==> src/rtl/if_pkg.sv <==
// Shared encodings for the integrate-and-fire neuron array.
package if_pkg;

  localparam logic [1:0] CFG_THRESH = 2'd0;
  localparam logic [1:0] CFG_REFRAC = 2'd1;
  localparam logic [1:0] CFG_CLR    = 2'd2;

  localparam int unsigned RESET_SUBTRACT = 0;
  localparam int unsigned RESET_ZERO     = 1;

  localparam int unsigned COUNT_W = 16;

endpackage

==> src/rtl/if_neuron_core.sv <==
// One integrate-and-fire channel: membrane state, refractory counter,
// leak plus saturating integration, fire decision and spike register.
module if_neuron_core
  import if_pkg::*;
#(
  parameter int unsigned WIDTH      = 8,
  parameter int unsigned RESET_MODE = 0,
  parameter int unsigned LEAK_SHIFT = 0,
  parameter int unsigned REFRAC_W   = 3
) (
  input  logic                clk,
  input  logic                rst,
  input  logic                en,
  input  logic [WIDTH-1:0]    current,
  input  logic [WIDTH-1:0]    threshold,
  input  logic [REFRAC_W-1:0] refrac_period,
  output logic                spike,
  output logic [WIDTH-1:0]    state,
  output logic                fire_c
);

  logic [REFRAC_W-1:0] refrac_q;
  logic [WIDTH-1:0]    leak_c;
  logic [WIDTH-1:0]    nxt_c;
  logic [WIDTH:0]      sum_c;

  // Leak never exceeds the state, so the subtraction cannot wrap.
  always_comb begin
    leak_c = (LEAK_SHIFT == 0) ? '0 : (state >> LEAK_SHIFT);
    sum_c  = {1'b0, state - leak_c} + {1'b0, current};
    nxt_c  = sum_c[WIDTH] ? '1 : sum_c[WIDTH-1:0];
    fire_c = en && (refrac_q == '0) && (nxt_c >= threshold);
  end

  always_ff @(posedge clk) begin
    if (rst) begin
      state    <= '0;
      refrac_q <= '0;
      spike    <= 1'b0;
    end else begin
      spike <= fire_c;
      if (en) begin
        if (refrac_q != '0) begin
          refrac_q <= refrac_q - REFRAC_W'(1);
        end else if (fire_c) begin
          state    <= (RESET_MODE == RESET_ZERO) ? '0 : (nxt_c - threshold);
          refrac_q <= refrac_period;
        end else begin
          state <= nxt_c;
        end
      end
    end
  end

endmodule

==> src/rtl/if_neuron_array.sv <==
// Array of integrate-and-fire channels sharing threshold/refractory config,
// with a global saturating spike counter.
module if_neuron_array
  import if_pkg::*;
#(
  parameter int unsigned WIDTH          = 8,
  parameter int unsigned CHANNELS       = 4,
  parameter int unsigned RESET_MODE     = 0,
  parameter int unsigned LEAK_SHIFT     = 0,
  parameter int unsigned REFRAC_W       = 3,
  parameter int unsigned THRESH_DEFAULT = 200
) (
  input  logic                      clk,
  input  logic                      rst,
  input  logic                      en,
  input  logic [CHANNELS*WIDTH-1:0] current,
  input  logic                      cfg_we,
  input  logic [1:0]                cfg_sel,
  input  logic [WIDTH-1:0]          cfg_data,
  output logic [CHANNELS-1:0]       spike,
  output logic [CHANNELS*WIDTH-1:0] state,
  output logic [COUNT_W-1:0]        spike_count
);

  localparam int unsigned POP_W = $clog2(CHANNELS + 1);

  logic [WIDTH-1:0]    threshold_q;
  logic [REFRAC_W-1:0] refrac_q;
  logic [CHANNELS-1:0] fire_c;
  logic [POP_W-1:0]    pop_c;
  logic [COUNT_W-1:0]  base_c;
  logic [COUNT_W:0]    sum_c;
  logic                clr_c;

  for (genvar i = 0; i < CHANNELS; i++) begin : g_ch
    if_neuron_core #(
      .WIDTH      (WIDTH),
      .RESET_MODE (RESET_MODE),
      .LEAK_SHIFT (LEAK_SHIFT),
      .REFRAC_W   (REFRAC_W)
    ) u_core (
      .clk           (clk),
      .rst           (rst),
      .en            (en),
      .current       (current[i*WIDTH +: WIDTH]),
      .threshold     (threshold_q),
      .refrac_period (refrac_q),
      .spike         (spike[i]),
      .state         (state[i*WIDTH +: WIDTH]),
      .fire_c        (fire_c[i])
    );
  end

  // A clear in the same cycle as en restarts the count from this step's fires.
  always_comb begin
    pop_c = '0;
    for (int i = 0; i < CHANNELS; i++) begin
      pop_c = pop_c + POP_W'(fire_c[i]);
    end
    clr_c  = cfg_we && (cfg_sel == CFG_CLR);
    base_c = clr_c ? '0 : spike_count;
    sum_c  = {1'b0, base_c} + (COUNT_W + 1)'(pop_c);
  end

  always_ff @(posedge clk) begin
    if (rst) begin
      threshold_q <= WIDTH'(THRESH_DEFAULT);
      refrac_q    <= '0;
      spike_count <= '0;
    end else begin
      if (cfg_we) begin
        case (cfg_sel)
          CFG_THRESH: threshold_q <= cfg_data;
          CFG_REFRAC: refrac_q    <= REFRAC_W'(cfg_data);
          default:    ;
        endcase
      end
      spike_count <= sum_c[COUNT_W] ? '1 : sum_c[COUNT_W-1:0];
    end
  end

endmodule

==> config.mk <==
export PLATFORM = sky130hd
export DESIGN_NAME = if_neuron_array
export DESIGN_NICKNAME = d
export VERILOG_FILES = /design/src/rtl/if_pkg.sv /design/src/rtl/if_neuron_core.sv /design/src/rtl/if_neuron_array.sv
export SDC_FILE = /design/constraint.sdc
export NUM_CORES = 1
export LEC_CHECK = 0
export ABC_AREA = 1
export CORE_ASPECT_RATIO = 1.1
export CORE_MARGIN = 5
export CORE_UTILIZATION = 57
export DETAILED_ROUTE_END_ITERATION = 16
export GPL_TIMING_DRIVEN = 1
export PLACE_DENSITY = 0.82
export SLEW_MARGIN = 30
export SYNTH_ARGS = -nofsm -noshare
export SYNTH_HDL_FRONTEND = slang
export SYNTH_HIERARCHICAL = 1
export SYNTH_SLANG_ARGS = --single-unit
==> constraint.sdc <==
create_clock -name clk -period 8.5 [get_ports clk]
set_input_delay 2.55 -clock clk [delete_from_list [all_inputs] [get_ports clk]]
set_output_delay 2.55 -clock clk [all_outputs]
set_load 0.03 [all_outputs]
Word-level counts from Yosys, hierarchy flattened
Cells that the tools add are included.
{"block": "op_classes", "reduce_logical": 32, "bitwise_logic": 4, "magnitude_cmp": 4, "n_addsub": 16, "mux": 18, "n_eq_ne": 2}
{"op": "$mux 8", "n": 8}
{"op": "$add 8x8->9", "n": 4}
{"op": "$ge 8x8->1", "n": 4}
{"op": "$mux 16", "n": 2}
{"op": "$sub 8x8->8", "n": 4}
{"op": "$mux 3", "n": 8}
{"op": "$reduce_and 2->1", "n": 10}
{"op": "$add 16x3->17", "n": 1}
{"op": "$logic_not 3->1", "n": 4}
{"op": "$reduce_bool 3->1", "n": 4}
{"op": "$sub 3x1->3 const B", "n": 4}
{"op": "$logic_and 1x1->1", "n": 9}
{"op": "$reduce_bool 2->1", "n": 4}
{"op": "$not 1->1", "n": 4}
{"op": "$add 2x1->3", "n": 1}
{"op": "$add 3x1->3", "n": 1}
{"op": "$add 1x1->2", "n": 1}
{"op": "$eq 2x1->1 const B", "n": 1}
{"op": "$eq 2x2->1 const B", "n": 1}
{"op": "$logic_not 2->1", "n": 1}
{"block": "totals", "out_inout_bits": 52, "word_cells": 91, "register_bits": 75, "inputBits": 46}

Longest topological paths before layout
{"block": "depth", "depth_word": 9, "ltp_mapped": 30, "ltp_nobuf": 29}

By module
The synthesis kept the hierarchy.
{"mod": "if_neuron_core (g_ch[2].u_core ...)", "n_inst": 2, "cells_per_inst": 234, "area_each_um2": 1525.2, "seq_area_each_um2": 240.2}
{"mod": "if_neuron_core (g_ch[0].u_core ...)", "n_inst": 2, "cells_per_inst": 234, "area_each_um2": 1493.9, "seq_area_each_um2": 240.2}
{"mod": "if_neuron_array", "n_inst": 1, "cells_per_inst": 213, "area_each_um2": 1496.4, "seq_area_each_um2": 540.5}

Least setup slack after synthesis
OpenSTA, ideal clock, no wires.
{"block": "synth_timing", "path_kind": "input -> register", "startpoint": "in current[0]", "endpoint": "reg spike_count[13]", "n_path_buf": 1, "setup_slack_ps": 1473, "stages": 29, "t_arrival_ps": 6971, "setup_time_ps": 56, "required_time_ps": 8444, "path_cell_list": "ha_1 > fa_1 > nand2_1 > nand2_1 > nand2_4 > nor2_2 > nor2_4 > nand3_1 > ha_1 > nand2_2 > inv_2 > a21oi_4 > nand3_4 > nand2_4 > inv_1 > fa_1 > inv_1 > fa_1 > fa_1 > nor2_1 > nand3_1 > inv_1 > nand2_1 > inv_1 > nand3_2 > buf_6 > nand3_1 > nand2_1 > inv_1"}
{"block": "synth_between", "elab_chain_cells": 9}
{"element": "start, declared", "line_no": "if_neuron_array.sv:16", "text": "input logic [CHANNELS*WIDTH-1:0] current,"}
{"element": "$add 8x8->9", "line_no": "if_neuron_core.sv:30", "text": "sum_c = {1'b0, state - leak_c} + {1'b0, current};"}
{"element": "$mux 8", "line_no": "if_neuron_core.sv:31", "text": "nxt_c = sum_c[WIDTH] ? '1 : sum_c[WIDTH-1:0];"}
{"element": "$ge 8x8->1", "line_no": "if_neuron_core.sv:32", "text": "fire_c = en && (refrac_q == '0) && (nxt_c >= threshold);"}
{"element": "$logic_and 1x1->1", "line_no": "if_neuron_core.sv:32"}
{"element": "via fire_c[0]", "line_no": "if_neuron_array.sv:29", "text": "logic [CHANNELS-1:0] fire_c;"}
{"element": "$add 1x1->2", "line_no": "if_neuron_array.sv:58", "text": "pop_c = pop_c + POP_W'(fire_c[i]);"}
{"element": "$add 2x1->3", "line_no": "if_neuron_array.sv:58"}
{"element": "$add 3x1->3", "line_no": "if_neuron_array.sv:58"}
{"element": "$add 16x3->17", "line_no": "if_neuron_array.sv:62", "text": "sum_c = {1'b0, base_c} + (COUNT_W + 1)'(pop_c);"}
{"element": "$mux 16", "line_no": "if_neuron_array.sv:78", "text": "spike_count <= sum_c[COUNT_W] ? '1 : sum_c[COUNT_W-1:0];"}
{"element": "end signal, assigned", "line_no": "if_neuron_array.sv:78"}
{"element": "end, declared", "line_no": "if_neuron_array.sv:22", "text": "output logic [COUNT_W-1:0] spike_count"}
The timed path passes the listed nets, and every way through them passes these cells.
A chain may end at the register's enable or synchronous reset.

Final worst setup path
{"block": "layout_timing", "startpoint": "in current[0]", "endpoint": "reg spike_count[15]"}
Same word-level chain as after synthesis.

==> impl_metrics.json <==
{
  "path_clk_slew_ps": 60,
  "clk_path_buf_depth": 2,
  "layout_setup_ws_ps": 862,
  "cts_hold_buf": 0,
  "grt_pass1_vias": 6776,
  "powerDensity_nw_per_um2": 403,
  "cap_violations": 0,
  "synthesis.area_um2": 7530,
  "wire_per_inst_um": 12.3,
  "synth_commonest_cells": "nand2_1, inv_1, nand3_1, nor2_1, dfxtp_1",
  "fin_worst_skew_ps": 5.94,
  "globalRouteTotalUtil": 0.225,
  "synthTopCellsByArea": "dfxtp_1, nand2_1, ha_1",
  "cp_num_buf_inv": 7,
  "total_leakage_power_nw": 4.66,
  "initial_core_util": 0.575,
  "ios": 98,
  "cts-root-buf": "clkbuf_16",
  "cp-start-kind": "input pin",
  "firstDrtPassIters": 5,
  "drt_iter0_markers": 295,
  "yosysTopAreaCell": "dfxtp_1",
  "worstSkewPairLatency_ps": 340,
  "crit_type": "input pin to flip-flop",
  "finalSetupTns_ps": 0,
  "dpl.hpwl_um": 13700,
  "cts.repair.resized": 0,
  "post_cts_buffers": 0,
  "relSlewSlack": 0.409,
  "multiInputGateArea_um2": 5300,
  "n_antenna_cell": 0,
  "cp-end-kind": "flip-flop",
  "htreeDepth": 3,
  "hold_viol": 0,
  "drc_errors": 0,
  "yosysSeqAreaShare": 0.199,
  "synthArstFlopShare": 0,
  "die_y_um": 131,
  "crit_arrival_ps": 7920,
  "synth-seq-cells": 75,
  "synth_most_common_cell": "nand2_1",
  "portBuffers": 97,
  "grt_max_degree": 44,
  "crit_path_frequent_cell": "inv_1",
  "critPathTopFamily": "adder cells",
  "hold_path_class": "flip-flop to flip-flop",
  "period_share": 0.899,
  "syn_nets": 1279,
  "die_w_um": 120,
  "ys_warn_count": 6,
  "cts_buffers": 9,
  "max_freq_ghz": 0.131,
  "wl_um": 17400,
  "yosysTopAreaCellShare": 0.199,
  "synth_cells": 1149,
  "vias": 7234,
  "min_period_ps": 7640,
  "post-place-ws_ps": 538,
  "finalNetCount": 1382,
  "tritoncts": "yes",
  "cts_sinks": 75,
  "yosysUniqueCellTypes": 37,
  "vdd_drop_max_uv": 152,
  "worstPathMaxFanout": 13,
  "fillers": 1152,
  "ff_latch_area_um2": 1500,
  "syn_avg_cell_area_um2": 6.56,
  "synth_top_flop_cell": "dfxtp_1",
  "critPathSlowestCell": "fa_1",
  "die_area_um2": 15600,
  "worst_pin_slew_ps": 884,
  "grt_pass1_wl_um": 29200,
  "utilization": 0.682,
  "row_count": 44,
  "drv_slew": 0,
  "total_power_mw": 3.60,
  "drtAntennaViolNets": 0,
  "syn2layout_area_growth_pct": 18.5,
  "globalplace.congestion": 0.885,
  "synth_edf_count": 0,
  "crit_required_ps": 8780,
  "via_per_inst": 5.11,
  "core_area_um2": 13100,
  "antenna_found_initial": 0,
  "grt_overflow": 0,
  "finalSetupViolations": 0,
  "cp_slowest_stage_delay_ps": 530,
  "final_layout_size_suffix_gt1_frac": 0.112,
  "rsz0062_at_grt": "false",
  "status": "finished, final reports clean"
}
[sequential cells by signal, indices dropped and copies added (netlist names)]
register	flops
refrac_q	3
spike_count	16
threshold_q	8
g_ch.u_core/state	32
g_ch.u_core/spike	4
g_ch.u_core/refrac_q	12
[cell type report]
class | count | area share
multi-input combinational | 885 | 0.593
sequential | 75 | 0.168
timing repair buffer | 98 | 0.109
inverter | 183 | 0.0769
clock buffer | 11 | 0.0283
tap | 161 | 0.0226
clock inverter | 3 | 0.00168
[worst min-delay path: stages, from the launching register on]
cell,delay (ps)
dfxtp_1,300
nand2_1,60
a21oi_1,50
[power breakdown]
part | total [mW] | switching (mW) | internal [mW]
logic | 2.72 | 1.66 | 1.05
clock network | 0.353 | 0.145 | 0.209
registers | 0.528 | 0.0807 | 0.447
total | 3.60 | 1.89 | 1.71
[placed cells by master, fill, tap and decap left out, drive strengths merged]
| cell | count |
|---|---|
| a21oi | 59 |
| clkdlybuf4s50 | 96 |
| nand3 | 98 |
| ha | 73 |
| or2 | 9 |
| o21ai | 41 |
| o21bai | 4 |
| xor2 | 19 |
| fa | 11 |
| nor3 | 2 |
| nand3b | 20 |
| clkbuf | 11 |
| nand4 | 5 |
| dfxtp | 75 |
| a31oi | 1 |
| xnor2 | 14 |
| a21o | 4 |
| inv | 183 |
| nor2 | 110 |
| buf | 2 |
| clkinv | 3 |
| nand2 | 415 |
[cell families (layout without fill, tap and decap cells)]
group,after synthesis,after routing,synth area share
AOI/OAI and AO/OA,109,109,0.0897
DFF,75,75,0.199
adders and majority gates,84,84,0.150
and+or+nand+nor,659,659,0.424
xor gates and xnor gates,33,33,0.0384
buffers and inverters,189,295,0.0980
[per-layer routing]
metal / share of wire / GRT usage / vias to the layer above
met5: 0 / 0 / -
met4: 0.022 / 0.0876 / 0
met3: 0.041 / 0.0314 / 28
met2: 0.49 / 0.406 / 154
met1: 0.45 / 0.272 / 3224
li1: - / - / 3828
[worst paths after layout]
path              cells after the start  slack (ps)                               startpoint                                       to
hold / removal                        2         460  g_ch[1].u_core/refrac_q[1]$_SDFFE_PP0P_  g_ch[1].u_core/refrac_q[1]$_SDFFE_PP0P_
setup reg to reg                     28        3160     g_ch[0].u_core/state[0]$_SDFFE_PP0P_               spike_count[15]$_SDFF_PP0_
setup / recovery                     29         860                               current[0]               spike_count[15]$_SDFF_PP0_
hold reg to reg                       2         460  g_ch[1].u_core/refrac_q[1]$_SDFFE_PP0P_  g_ch[1].u_core/refrac_q[1]$_SDFFE_PP0P_
[through the flow]
| stage | instance area [um^2] | hold slack (ps) | instances |
|---|---|---|---|
| after floorplan | 7530 | 433 | 1149 |
| after global placement | 8660 | 451 | 1402 |
| after detailed placement | 8660 | 457 | 1402 |
| after CTS | 8930 | 466 | 1416 |
| after global routing | 8930 | 496 | 1416 |
| final | 8930 | 463 | 1416 |
(Power assumes the default switching activity.)
